### src/rtl/des_pkg.sv
// Shared DES constants: permutation index tables, decryption key-rotation tables,
// FSM state type and permutation helpers used by the decryption core.
package des_pkg;

   typedef enum logic [1:0] {StIdle, StRound, StDone} des_state_e;

   localparam int unsigned NumRounds = 16;

   // Each entry is the DES bit number (1 = MSB of the source) feeding that output, MSB first.
   localparam int unsigned IpTbl [64] = '{
      58, 50, 42, 34, 26, 18, 10, 2, 60, 52, 44, 36, 28, 20, 12, 4,
      62, 54, 46, 38, 30, 22, 14, 6, 64, 56, 48, 40, 32, 24, 16, 8,
      57, 49, 41, 33, 25, 17,  9, 1, 59, 51, 43, 35, 27, 19, 11, 3,
      61, 53, 45, 37, 29, 21, 13, 5, 63, 55, 47, 39, 31, 23, 15, 7};

   localparam int unsigned FpTbl [64] = '{
      40, 8, 48, 16, 56, 24, 64, 32, 39, 7, 47, 15, 55, 23, 63, 31,
      38, 6, 46, 14, 54, 22, 62, 30, 37, 5, 45, 13, 53, 21, 61, 29,
      36, 4, 44, 12, 52, 20, 60, 28, 35, 3, 43, 11, 51, 19, 59, 27,
      34, 2, 42, 10, 50, 18, 58, 26, 33, 1, 41,  9, 49, 17, 57, 25};

   localparam int unsigned Pc1Tbl [56] = '{
      57, 49, 41, 33, 25, 17,  9,  1, 58, 50, 42, 34, 26, 18,
      10,  2, 59, 51, 43, 35, 27, 19, 11,  3, 60, 52, 44, 36,
      63, 55, 47, 39, 31, 23, 15,  7, 62, 54, 46, 38, 30, 22,
      14,  6, 61, 53, 45, 37, 29, 21, 13,  5, 28, 20, 12,  4};

   localparam int unsigned Pc2Tbl [48] = '{
      14, 17, 11, 24,  1,  5,  3, 28, 15,  6, 21, 10,
      23, 19, 12,  4, 26,  8, 16,  7, 27, 20, 13,  2,
      41, 52, 31, 37, 47, 55, 30, 40, 51, 45, 33, 48,
      44, 49, 39, 56, 34, 53, 46, 42, 50, 36, 29, 32};

   // Right rotation of C and D after round index rnd. The final zero leaves C||D at C1||D1.
   localparam logic [4:0] RotR1Tbl [16] = '{
      5'd1, 5'd2, 5'd2, 5'd2, 5'd2, 5'd2, 5'd2, 5'd1,
      5'd2, 5'd2, 5'd2, 5'd2, 5'd2, 5'd2, 5'd1, 5'd0};

   // Pairwise sums of RotR1Tbl, indexed by rnd/2.
   localparam logic [4:0] RotR2Tbl [8] = '{
      5'd3, 5'd4, 5'd4, 5'd3, 5'd4, 5'd4, 5'd4, 5'd1};

   function automatic logic [63:0] des_ip(input logic [63:0] x);
      logic [63:0] r;
      for (int i = 0; i < 64; i++) r[6'(63 - i)] = x[6'(64 - IpTbl[6'(i)])];
      return r;
   endfunction

   function automatic logic [63:0] des_fp(input logic [63:0] x);
      logic [63:0] r;
      for (int i = 0; i < 64; i++) r[6'(63 - i)] = x[6'(64 - FpTbl[6'(i)])];
      return r;
   endfunction

   function automatic logic [55:0] des_pc1(input logic [63:0] x);
      logic [55:0] r;
      for (int i = 0; i < 56; i++) r[6'(55 - i)] = x[6'(64 - Pc1Tbl[6'(i)])];
      return r;
   endfunction

   function automatic logic [47:0] des_pc2(input logic [55:0] x);
      logic [47:0] r;
      for (int i = 0; i < 48; i++) r[6'(47 - i)] = x[6'(56 - Pc2Tbl[6'(i)])];
      return r;
   endfunction

   function automatic logic [27:0] rotr28(input logic [27:0] x, input logic [4:0] n);
      return (x >> n) | (x << (5'd28 - n));
   endfunction

endpackage

### src/rtl/des_decrypt_core_if.sv
// Handshake and data bundle between the input filter, the DES decryption core and the
// data-compare logic. master drives blocks in and accepts plaintext; slave is the core.
interface des_decrypt_core_if;
   logic        in_valid;
   logic        in_ready;
   logic [63:0] key;
   logic [63:0] cipher;
   logic        out_valid;
   logic        out_ready;
   logic [63:0] plain;
   logic        busy;

   modport master (
      output in_valid, key, cipher, out_ready,
      input  in_ready, out_valid, plain, busy
   );

   modport slave (
      input  in_valid, key, cipher, out_ready,
      output in_ready, out_valid, plain, busy
   );
endinterface

### src/rtl/des_decrypt_core_f_function.sv
// DES round function F: expansion E, key mix, S-boxes S1..S8, permutation P.
module F_function (
   input  logic [47:0] key,
   input  logic [31:0] F_in,
   output logic [31:0] F_out
);

   localparam int unsigned ETbl [48] = '{
      32,  1,  2,  3,  4,  5,  4,  5,  6,  7,  8,  9,
       8,  9, 10, 11, 12, 13, 12, 13, 14, 15, 16, 17,
      16, 17, 18, 19, 20, 21, 20, 21, 22, 23, 24, 25,
      24, 25, 26, 27, 28, 29, 28, 29, 30, 31, 32,  1};

   localparam int unsigned PTbl [32] = '{
      16,  7, 20, 21, 29, 12, 28, 17,  1, 15, 23, 26,  5, 18, 31, 10,
       2,  8, 24, 14, 32, 27,  3,  9, 19, 13, 30,  6, 22, 11,  4, 25};

   // Indexed by {row, column} = {b[5], b[0], b[4:1]}.
   localparam int unsigned SBox [8][64] = '{
      '{14,  4, 13,  1,  2, 15, 11,  8,  3, 10,  6, 12,  5,  9,  0,  7,
         0, 15,  7,  4, 14,  2, 13,  1, 10,  6, 12, 11,  9,  5,  3,  8,
         4,  1, 14,  8, 13,  6,  2, 11, 15, 12,  9,  7,  3, 10,  5,  0,
        15, 12,  8,  2,  4,  9,  1,  7,  5, 11,  3, 14, 10,  0,  6, 13},
      '{15,  1,  8, 14,  6, 11,  3,  4,  9,  7,  2, 13, 12,  0,  5, 10,
         3, 13,  4,  7, 15,  2,  8, 14, 12,  0,  1, 10,  6,  9, 11,  5,
         0, 14,  7, 11, 10,  4, 13,  1,  5,  8, 12,  6,  9,  3,  2, 15,
        13,  8, 10,  1,  3, 15,  4,  2, 11,  6,  7, 12,  0,  5, 14,  9},
      '{10,  0,  9, 14,  6,  3, 15,  5,  1, 13, 12,  7, 11,  4,  2,  8,
        13,  7,  0,  9,  3,  4,  6, 10,  2,  8,  5, 14, 12, 11, 15,  1,
        13,  6,  4,  9,  8, 15,  3,  0, 11,  1,  2, 12,  5, 10, 14,  7,
         1, 10, 13,  0,  6,  9,  8,  7,  4, 15, 14,  3, 11,  5,  2, 12},
      '{ 7, 13, 14,  3,  0,  6,  9, 10,  1,  2,  8,  5, 11, 12,  4, 15,
        13,  8, 11,  5,  6, 15,  0,  3,  4,  7,  2, 12,  1, 10, 14,  9,
        10,  6,  9,  0, 12, 11,  7, 13, 15,  1,  3, 14,  5,  2,  8,  4,
         3, 15,  0,  6, 10,  1, 13,  8,  9,  4,  5, 11, 12,  7,  2, 14},
      '{ 2, 12,  4,  1,  7, 10, 11,  6,  8,  5,  3, 15, 13,  0, 14,  9,
        14, 11,  2, 12,  4,  7, 13,  1,  5,  0, 15, 10,  3,  9,  8,  6,
         4,  2,  1, 11, 10, 13,  7,  8, 15,  9, 12,  5,  6,  3,  0, 14,
        11,  8, 12,  7,  1, 14,  2, 13,  6, 15,  0,  9, 10,  4,  5,  3},
      '{12,  1, 10, 15,  9,  2,  6,  8,  0, 13,  3,  4, 14,  7,  5, 11,
        10, 15,  4,  2,  7, 12,  9,  5,  6,  1, 13, 14,  0, 11,  3,  8,
         9, 14, 15,  5,  2,  8, 12,  3,  7,  0,  4, 10,  1, 13, 11,  6,
         4,  3,  2, 12,  9,  5, 15, 10, 11, 14,  1,  7,  6,  0,  8, 13},
      '{ 4, 11,  2, 14, 15,  0,  8, 13,  3, 12,  9,  7,  5, 10,  6,  1,
        13,  0, 11,  7,  4,  9,  1, 10, 14,  3,  5, 12,  2, 15,  8,  6,
         1,  4, 11, 13, 12,  3,  7, 14, 10, 15,  6,  8,  0,  5,  9,  2,
         6, 11, 13,  8,  1,  4, 10,  7,  9,  5,  0, 15, 14,  2,  3, 12},
      '{13,  2,  8,  4,  6, 15, 11,  1, 10,  9,  3, 14,  5,  0, 12,  7,
         1, 15, 13,  8, 10,  3,  7,  4, 12,  5,  6, 11,  0, 14,  9,  2,
         7, 11,  4,  1,  9, 12, 14,  2,  0,  6, 10, 13, 15,  3,  5,  8,
         2,  1, 14,  7,  4, 10,  8, 13, 15, 12,  9,  0,  3,  5,  6, 11}};

   logic [47:0] xk;
   logic [31:0] s_out;

   // Expansion followed by key mix
   always_comb begin
      xk = '0;
      for (int i = 0; i < 48; i++) xk[6'(47 - i)] = F_in[5'(32 - ETbl[6'(i)])];
      xk = xk ^ key;
   end

   for (genvar g = 0; g < 8; g++) begin : g_sbox
      logic [5:0] b;
      assign b = xk[47 - 6*g -: 6];
      assign s_out[31 - 4*g -: 4] = 4'(SBox[g][{b[5], b[0], b[4:1]}]);
   end

   // Output permutation P
   always_comb begin
      F_out = '0;
      for (int i = 0; i < 32; i++) F_out[5'(31 - i)] = s_out[5'(32 - PTbl[5'(i)])];
   end

endmodule

### src/rtl/des_decrypt_core.sv
// Iterative DES decryption core: 16 Feistel rounds with subkeys K16..K1 produced by
// right-rotating C/D on the fly. Optional macro DES_DEC_UNROLL2_EN runs two rounds per cycle.
module des_decrypt_core
   import des_pkg::*;
(
   input logic               clk,
   input logic               rst,
   des_decrypt_core_if.slave bus_io
);

   des_state_e  state_q;
   logic [4:0]  rnd_q;
   logic [31:0] l_q, r_q;
   logic [27:0] c_q, d_q;
   logic        in_ready_q, out_valid_q, busy_q;
   logic [63:0] plain_q;

   logic [47:0] k1;
   logic [31:0] f1, r_mid;
   logic [31:0] l_d, r_d;
   logic [27:0] c_d, d_d;

   assign k1    = des_pc2({c_q, d_q});
   assign r_mid = l_q ^ f1;

   F_function u_f1 (
      .key  (k1),
      .F_in (r_q),
      .F_out(f1)
   );

`ifdef DES_DEC_UNROLL2_EN
   localparam logic [4:0] RndStep = 5'd2;
   localparam logic [4:0] LastRnd = 5'(NumRounds - 2);

   logic [27:0] c_mid, d_mid;
   logic [47:0] k2;
   logic [31:0] f2;

   // Second round of the pair uses C/D after the single-round rotation of the first
   assign c_mid = rotr28(c_q, RotR1Tbl[rnd_q[3:0]]);
   assign d_mid = rotr28(d_q, RotR1Tbl[rnd_q[3:0]]);
   assign k2    = des_pc2({c_mid, d_mid});

   F_function u_f2 (
      .key  (k2),
      .F_in (r_mid),
      .F_out(f2)
   );

   assign l_d = r_mid;
   assign r_d = r_q ^ f2;
   assign c_d = rotr28(c_q, RotR2Tbl[rnd_q[3:1]]);
   assign d_d = rotr28(d_q, RotR2Tbl[rnd_q[3:1]]);
`else
   localparam logic [4:0] RndStep = 5'd1;
   localparam logic [4:0] LastRnd = 5'(NumRounds - 1);

   assign l_d = r_q;
   assign r_d = r_mid;
   assign c_d = rotr28(c_q, RotR1Tbl[rnd_q[3:0]]);
   assign d_d = rotr28(d_q, RotR1Tbl[rnd_q[3:0]]);
`endif

   // Control FSM with registered handshake outputs and plaintext
   always_ff @(posedge clk) begin
      if (rst) begin
         state_q     <= StIdle;
         rnd_q       <= '0;
         l_q         <= '0;
         r_q         <= '0;
         c_q         <= '0;
         d_q         <= '0;
         in_ready_q  <= 1'b1;
         out_valid_q <= 1'b0;
         busy_q      <= 1'b0;
         plain_q     <= '0;
      end else begin
         case (state_q)
            StIdle: begin
               if (bus_io.in_valid && in_ready_q) begin
                  {l_q, r_q} <= des_ip(bus_io.cipher);
                  {c_q, d_q} <= des_pc1(bus_io.key);
                  rnd_q      <= '0;
                  in_ready_q <= 1'b0;
                  busy_q     <= 1'b1;
                  state_q    <= StRound;
               end
            end
            StRound: begin
               l_q   <= l_d;
               r_q   <= r_d;
               c_q   <= c_d;
               d_q   <= d_d;
               rnd_q <= rnd_q + RndStep;
               if (rnd_q == LastRnd) begin
                  // Final output swaps halves: FP(R16 || L16)
                  plain_q     <= des_fp({r_d, l_d});
                  out_valid_q <= 1'b1;
                  state_q     <= StDone;
               end
            end
            StDone: begin
               if (bus_io.out_ready) begin
                  out_valid_q <= 1'b0;
                  busy_q      <= 1'b0;
                  in_ready_q  <= 1'b1;
                  state_q     <= StIdle;
               end
            end
            default: state_q <= StIdle;
         endcase
      end
   end

   assign bus_io.in_ready  = in_ready_q;
   assign bus_io.out_valid = out_valid_q;
   assign bus_io.plain     = plain_q;
   assign bus_io.busy      = busy_q;

endmodule

### src/flat_wrapper.sv
// flat-port wrapper written by rule: the top's interface ports become plain ports
module des_decrypt_core_flat import des_pkg::*;
  (clk, rst, bus_io_in_valid, bus_io_key, bus_io_cipher, bus_io_out_ready, bus_io_in_ready, bus_io_out_valid, bus_io_plain, bus_io_busy);
  des_decrypt_core_if bus_io_i ();
  input logic clk;
  input logic rst;
  input wire logic [$bits(bus_io_i.in_valid)-1:0] bus_io_in_valid;
  input wire logic [$bits(bus_io_i.key)-1:0] bus_io_key;
  input wire logic [$bits(bus_io_i.cipher)-1:0] bus_io_cipher;
  input wire logic [$bits(bus_io_i.out_ready)-1:0] bus_io_out_ready;
  output wire logic [$bits(bus_io_i.in_ready)-1:0] bus_io_in_ready;
  output wire logic [$bits(bus_io_i.out_valid)-1:0] bus_io_out_valid;
  output wire logic [$bits(bus_io_i.plain)-1:0] bus_io_plain;
  output wire logic [$bits(bus_io_i.busy)-1:0] bus_io_busy;
  assign bus_io_i.in_valid = bus_io_in_valid;
  assign bus_io_i.key = bus_io_key;
  assign bus_io_i.cipher = bus_io_cipher;
  assign bus_io_i.out_ready = bus_io_out_ready;
  assign bus_io_in_ready = bus_io_i.in_ready;
  assign bus_io_out_valid = bus_io_i.out_valid;
  assign bus_io_plain = bus_io_i.plain;
  assign bus_io_busy = bus_io_i.busy;
  des_decrypt_core u_core (.clk(clk), .rst(rst), .bus_io(bus_io_i));
endmodule
### config.mk
export PLATFORM = sky130hd
export DESIGN_NAME = des_decrypt_core_flat
export DESIGN_NICKNAME = d
export VERILOG_FILES = /design/src/rtl/des_pkg.sv /design/src/rtl/des_decrypt_core_if.sv /design/src/rtl/des_decrypt_core_f_function.sv /design/src/rtl/des_decrypt_core.sv /design/src/flat_wrapper.sv
export SDC_FILE = /design/constraint.sdc
export NUM_CORES = 1
export LEC_CHECK = 0
export BUFFER_PORTS_ARGS = -buffer_cell sky130_fd_sc_hd__buf_2
export CELL_PAD_IN_SITES_DETAIL_PLACEMENT = 0
export CELL_PAD_IN_SITES_GLOBAL_PLACEMENT = 1
export CORE_MARGIN = 8
export CORE_UTILIZATION = 13
export CTS_CLUSTER_DIAMETER = 200
export DETAILED_ROUTE_END_ITERATION = 6
export HOLD_SLACK_MARGIN = 0.12
export PLACE_DENSITY_LB_ADDON = 0.1
export SLEW_MARGIN = 5
export SYNTH_ARGS = -nofsm -noshare
export SYNTH_HDL_FRONTEND = slang
export SYNTH_SLANG_ARGS = --single-unit
### constraint.sdc
create_clock -name clk -period 1.6 [get_ports clk]
set_input_delay 0.16 -clock clk [delete_from_list [all_inputs] [get_ports clk]]
set_output_delay 0.16 -clock clk [all_outputs]
set_load 0.05 [all_outputs]
==> impl_results.rst, run 1 <==
.. list-table::
   :header-rows: 1

   * - Metric
     - Value
   * - DRC
     - 0
   * - Setup repair after global routing missed its margin
     - false
   * - Number of buffers created by CTS
     - 3
   * - Antenna violations before repair
     - 0
   * - DIE WIDTH
     - 102 um
   * - Wirelength, routed
     - 1.86 mm
   * - Number of global-route vias before repair
     - 560
   * - Remaining global-route overflow
     - 0
   * - Part of the cycle the worst path needs
     - 89.6%
   * - Mapped cell area
     - 957 sq um
   * - Clock tree buffer depth
     - 2
   * - Starting density of the core
     - 13.3%
   * - Hold Violations, Final
     - 0
   * - # port buffers
     - 6
   * - Type of the most critical hold path
     - input pin to register
   * - Total setup violations reported at the end of the flow
     - 0
   * - Max Cap Viol
     - 0
   * - Overall via count from detail_route
     - 561
   * - Share of the yosys chip area belonging to registers
     - 20.9%
   * - Count of TritonRoute iterations in the first routing pass
     - 4
   * - CTS root buffer
     - sky130_fd_sc_hd__clkbuf_8
   * - IO Pins
     - 199
   * - Share of synthesized flip-flops with an asynchronous set or reset
     - 0%
   * - Most frequent cell on the critical path
     - sky130_fd_sc_hd__ha_1
   * - Y dimension of the die
     - 102 um
   * - Number of synthesized register bits
     - 10
   * - Number of cells upsized or downsized after cts
     - 0
   * - Cell accounting for the most synthesized area
     - sky130_fd_sc_hd__buf_4
   * - Buffer count from post-CTS setup fixing
     - 0
   * - Kind of capture point of the worst setup path
     - register
   * - Fillers
     - 853
   * - CP max stage cell
     - sky130_fd_sc_hd__dfxtp_1
   * - Critical path's largest stage delay
     - 0.32 ns
   * - Critical path startpoint category
     - register
   * - Area growth from synthesis to layout
     - -6.54%
   * - ANT cells
     - 0
   * - Residual antenna-violating net count after detailed routing
     - 0
   * - Lkg Pwr
     - 0.428 nW
   * - Number of rows created at floorplan
     - 31
   * - Worst Path Max Fanout
     - 3
   * - CP Data Arrival Time
     - 1.55 ns
   * - Clock Sinks
     - 10
   * - Commonest non-fill, non-tap cell in the layout
     - sky130_fd_sc_hd__conb_1
   * - Ratio of routed vias to standard cells
     - 2.54
   * - Tot GR Track Use
     - 3.17%
   * - Cell area power density
     - 1060 nW/um^2
   * - H-tree levels
     - 1
   * - Clock insertion delay at the later pin of the skew report
     - 0.23 ns
   * - Synthesis Warnings
     - 0
   * - Slew Viols, Final
     - 0
   * - Instance count of the mapped netlist
     - 117
   * - IR Drop Worst-Case VDD
     - 0.220 mV
   * - Post-synth EDFFs
     - 0
   * - Initial DRC count
     - 12
   * - Post-Synthesis Mean Instance Area
     - 8.18 sq um
   * - Maximum clock skew at final layout
     - 0.000964 ns
   * - Final nets
     - 258
   * - CTS tree
     - yes
   * - Maximum number of pins on one net before global-route repair
     - 12
   * - List of cells traversed by the critical path
     - ha_1 -> and3_2 -> ha_1 -> nor2b_1 -> o21ai_0 -> a21oi_1
   * - Estimated wirelength of the detail-placed design
     - 1.58 mm
   * - Fraction of final layout cells sized beyond drive strength 1
     - 9.84%
   * - Most used DFF post-synth
     - sky130_fd_sc_hd__dfxtp_1
   * - Start-to-end type of the worst setup path
     - register to register
   * - Floorplan core area
     - 7180 sq um
   * - Wire length of the first global-routing pass
     - 2.56 mm
   * - Post-route setup TNS
     - 0 ns
   * - Count of cell types in the netlist
     - 28
   * - Top Family by Delay on Critical Path
     - adder cells
   * - Clock transition time at the flip-flop clock pins of the worst setup and hold paths
     - 0.05 ns
   * - Area fraction of the dominant cell type after synthesis
     - 50.2%
   * - Status
     - finished clean
   * - Top post-synthesis cells by area
     - sky130_fd_sc_hd__buf_4 (50%), sky130_fd_sc_hd__dfxtp_1 (21%), sky130_fd_sc_hd__ha_1 (2.6%)
   * - Commonest cells after routing, fill and taps aside
     - sky130_fd_sc_hd__conb_1 (64), sky130_fd_sc_hd__dfxtp_1 (10), sky130_fd_sc_hd__buf_2 (6)
   * - CTS hold repair buffers
     - 0
   * - Utilization of the core after routing
     - 12.5%
   * - Sum of buffers and inverters on the critical path
     - 0
   * - WL/cell
     - 8.41 um
   * - Final critical delay including setup and external delays
     - 1.43 ns
   * - Final GP Congestion
     - 0.680
   * - Worst EP required
     - 1.72 ns
   * - Area of the die
     - 10400 sq um
   * - Peak clock frequency supported by timing
     - 0.697 GHz
==> registers in the layout, indices dropped and copies added (netlist names) <==
signal,flops
u_core.bus_io.out_valid,1
u_core.bus_io.busy,1
u_core.bus_io.in_ready,1
u_core.state_q,2
u_core.rnd_q,5
==> cell type report <==
type,instances,area [sq um],share of cell area (%)
sequential,10,200,22.4
timing repair buffer,6,30.0,3.36
tap,99,124,13.8
clock buffer,3,41.3,4.62
multi-input combinational,101,492,55.0
inverter,2,7.51,0.839
==> layer usage <==
layer,vias up,wire (um),global-route usage (%),part of all wire [%]
met4,0,0,0.344,0
met5,-,0,0,0
met1,232,844,3.89,45
met3,0,450,2.61,24
li1,263,-,-,-
met2,66,564,4.23,30
==> cell usage after synthesis (all sizes together), types with 2 or more instances <==
| cell type | instances |
|---|---|
| buf | 65 |
| dfxtp | 10 |
| a21oi | 4 |
| nand2b | 4 |
| nor2 | 4 |
| nor2b | 3 |
| a22o | 2 |
| clkbuf | 2 |
| ha | 2 |
| inv | 2 |
| nand2 | 2 |
| nand3 | 2 |
| o21ai | 2 |
==> cells by family after synthesis <==
family | count (synthesis) | synth area share (%)
buffers and inverters | 69 | 52.4
AND/OR/NAND/NOR | 19 | 11.4
AO/OA/AOI/OAI | 14 | 10.1
flip-flops | 10 | 20.9
multiplexers | 2 | 2.22
adder cells (fa/ha/maj) | 2 | 2.61
other | 1 | 0.392
==> path summary, 6_finish.rpt <==
path	startpoint	endpoint	slack [ns]	cells past startpoint
max	u_core.rnd_q[0]$_SDFFE_PP0P_	u_core.bus_io.out_valid$_SDFFE_PP0P_	0.17	6
min	rst	u_core.bus_io.out_valid$_SDFFE_PP0P_	0.22	2
max reg2reg	u_core.rnd_q[0]$_SDFFE_PP0P_	u_core.bus_io.out_valid$_SDFFE_PP0P_	0.17	6
min reg2reg	u_core.bus_io.out_valid$_SDFFE_PP0P_	u_core.bus_io.out_valid$_SDFFE_PP0P_	0.46	2
==> through the flow <==
step	instance area [sq um]	instances	worst slack [ns]	hold slack [ns]	total power, mW
5_1_grt	895	221	0.0598	0.222	0.994
2_1_floorplan	1190	180	0.196	0.345	0.786
3_5_place_dp	853	218	0.165	0.456	0.685
6_report	895	221	0.166	0.220	0.945
4_1_cts	895	221	0.155	0.213	0.947
3_3_place_gp	853	218	0.155	0.458	0.683
==> report_power, final <==
group | internal [mW] | leakage (nW) | switching, mW
clock | 0.164 | 0.0216 | 0.0934
combinational | 0.0279 | 0.324 | 0.381
sequential | 0.262 | 0.0816 | 0.0159
total | 0.455 | 0.428 | 0.491
No activity file was read; power rests on OpenSTA's default activity.
==> run 2, diff against run 1 <==
CORE_ASPECT_RATIO = 1.2   (was not set)
==> impl_results.rst, run 2 (synthesis gave the netlist of run 1 again) <==
.. list-table::
   :header-rows: 1

   * - Metric
     - Value
   * - Status
     - finished clean
   * - Sum of routed wire segments on met1
     - 835 um
   * - Worst Path Max Fanout
     - 3
   * - CTS tree
     - yes
   * - Critical path startpoint category
     - register
   * - IO Pins
     - 199
   * - Area of the die
     - 10400 sq um
   * - Reg with most FFs
     - u_core.rnd_q
   * - Sum of buffers and inverters on the critical path
     - 0
   * - Type of the most critical hold path
     - input pin to register
   * - DIE WIDTH
     - 94.3 um
   * - Tightest hold margin
     - 0.199 ns
   * - Met3 routed WL
     - 344 um
   * - Commonest cells after routing, fill and taps aside
     - sky130_fd_sc_hd__conb_1 (64), sky130_fd_sc_hd__dfxtp_1 (10), sky130_fd_sc_hd__buf_2 (6)
   * - Critical path's largest stage delay
     - 0.33 ns
   * - Start-to-end type of the worst setup path
     - register to register
   * - Clock transition time at the flip-flop clock pins of the worst setup and hold paths
     - 0.05 ns
   * - Top flop regs
     - u_core.rnd_q (5), u_core.state_q (2)
   * - Placed cell area
     - 842 sq um
   * - Wire length of the first global-routing pass
     - 2.54 mm
   * - Clock tree buffer depth
     - 2
   * - # port buffers
     - 6
   * - Floorplan core area
     - 7190 sq um
   * - Max Cap Viol
     - 0
   * - Buffer count from post-CTS setup fixing
     - 0
   * - WL/cell
     - 8.62 um
   * - Remaining global-route overflow
     - 0
   * - Top Family by Delay on Critical Path
     - adder cells
   * - Y dimension of the die
     - 110 um
   * - List of cells traversed by the critical path
     - ha_1 -> and3_2 -> ha_1 -> nor2b_1 -> o21ai_0 -> a21oi_1
   * - CTS root buffer
     - sky130_fd_sc_hd__clkbuf_8
   * - Share of total power consumed by net switching
     - 49.7%
   * - IR Drop Worst-Case VDD
     - 0.199 mV
   * - Psw
     - 0.501 mW
   * - Highest signal layer in the routed design
     - met3
   * - Most frequent cell on the critical path
     - sky130_fd_sc_hd__ha_1
   * - Internal power
     - 0.507 mW
   * - Starting density of the core
     - 13.3%
   * - Kind of capture point of the worst setup path
     - register
   * - ANT cells
     - 0
   * - Clock insertion delay at the later pin of the skew report
     - 0.24 ns
   * - CP max stage cell
     - sky130_fd_sc_hd__dfxtp_1
   * - Number of cells upsized or downsized after cts
     - 0
   * - Area growth from synthesis to layout
     - -6.27%
   * - Overall via count from detail_route
     - 559
   * - Antenna violations before repair
     - 0
   * - Sequential group share of total power
     - 27.6%
   * - CP Data Arrival Time
     - 1.55 ns
   * - Utilization of the core after routing
     - 12.5%
   * - Power share of the combinational group
     - 40.6%
   * - Total setup violations reported at the end of the flow
     - 0
   * - Wirelength, routed
     - 1.84 mm
   * - Fraction of final layout cells sized beyond drive strength 1
     - 10.6%
   * - Peak clock frequency supported by timing
     - 0.705 GHz
   * - Count of TritonRoute iterations in the first routing pass
     - 4
   * - Routed wl met2
     - 656 um
   * - Worst EP required
     - 1.73 ns
   * - Tot GR Track Use
     - 3.15%
   * - Flip-flop count of the largest register after layout
     - 5
   * - Share of power burned in the clock network
     - 31.9%
   * - DRC
     - 0
   * - Cell area power density
     - 1120 nW/um^2
   * - Final GP Congestion
     - 0.607
   * - Slew Viols, Final
     - 0
   * - Part of the cycle the worst path needs
     - 88.6%
   * - Hold Violations, Final
     - 0
   * - Clock Sinks
     - 10
   * - Post-route setup TNS
     - 0 ns
   * - Initial DRC count
     - 15
   * - Number of global-route vias before repair
     - 576
   * - Maximum clock skew at final layout
     - 0.00693 ns
   * - Maximum number of pins on one net before global-route repair
     - 12
   * - Number of rows created at floorplan
     - 34
   * - Final nets
     - 258
   * - Final critical delay including setup and external delays
     - 1.42 ns
   * - Design Area, Final
     - 897 sq um
   * - H-tree levels
     - 1
   * - Residual antenna-violating net count after detailed routing
     - 0
   * - CTS hold repair buffers
     - 0
   * - Estimated wirelength of the detail-placed design
     - 1.56 mm
   * - Ratio of routed vias to standard cells
     - 2.62
   * - Commonest non-fill, non-tap cell in the layout
     - sky130_fd_sc_hd__conb_1
   * - Setup repair after global routing missed its margin
     - false
   * - Number of buffers created by CTS
     - 3
   * - Lkg Pwr
     - 0.435 nW
## run 2: changes by cell type in the layout (fill, tap and decap cells not counted)
cell,before,now
sky130_fd_sc_hd__clkbuf_8,3,4
## run 2: cell type report
| type | instances | area, sq um |
|---|---|---|
| clock buffer | 4 | 55.1 |
| fill | 822 | 6290 |
| inverter | 2 | 7.51 |
| multi-input combinational | 101 | 492 |
| sequential | 10 | 200 |
| tap | 90 | 113 |
| timing repair buffer | 6 | 30.0 |
## run 2: worst paths after layout
path | start | end | slack (ns) | cells past startpoint
setup reg to reg | u_core.rnd_q[0]$_SDFFE_PP0P_ | u_core.bus_io.out_valid$_SDFFE_PP0P_ | 0.18 | 6
hold / removal | rst | u_core.bus_io.out_valid$_SDFFE_PP0P_ | 0.20 | 2
hold reg to reg | u_core.bus_io.out_valid$_SDFFE_PP0P_ | u_core.bus_io.out_valid$_SDFFE_PP0P_ | 0.46 | 2
setup / recovery | u_core.rnd_q[0]$_SDFFE_PP0P_ | u_core.bus_io.out_valid$_SDFFE_PP0P_ | 0.18 | 6
## run 2: per-layer routing
layer	global-route usage (%)	up-vias
li1	-	262
met1	4.07	235
met2	4.08	62
met3	2.24	0
met4	0.681	0
met5	0	-
## run 2: worst register-to-register path: cells and delay by family (launching register included)
| family | cells | cell delay, ns |
|---|---|---|
| flops | 1 | 0.33 |
| fa+ha+maj | 2 | 0.40 |
| simple gates | 2 | 0.36 |
| compound gates | 2 | 0.24 |
## run 2: power groups by stage
stage	combinational (mW)	sequential, mW	clock [mW]
finish	0.409	0.278	0.321
CTS	0.401	0.278	0.338
global placement	0.401	0.282	0
global route	0.425	0.280	0.349
floorplan	0.488	0.298	0
detailed placement	0.401	0.283	0
## run 2: stage by stage
step	total power [mW]	instances	setup WS [ns]
4_1_cts	1.02	213	0.165
3_5_place_dp	0.684	209	0.162
6_report	1.01	213	0.182
3_3_place_gp	0.683	209	0.160
2_1_floorplan	0.786	180	0.196
5_1_grt	1.05	213	0.0209
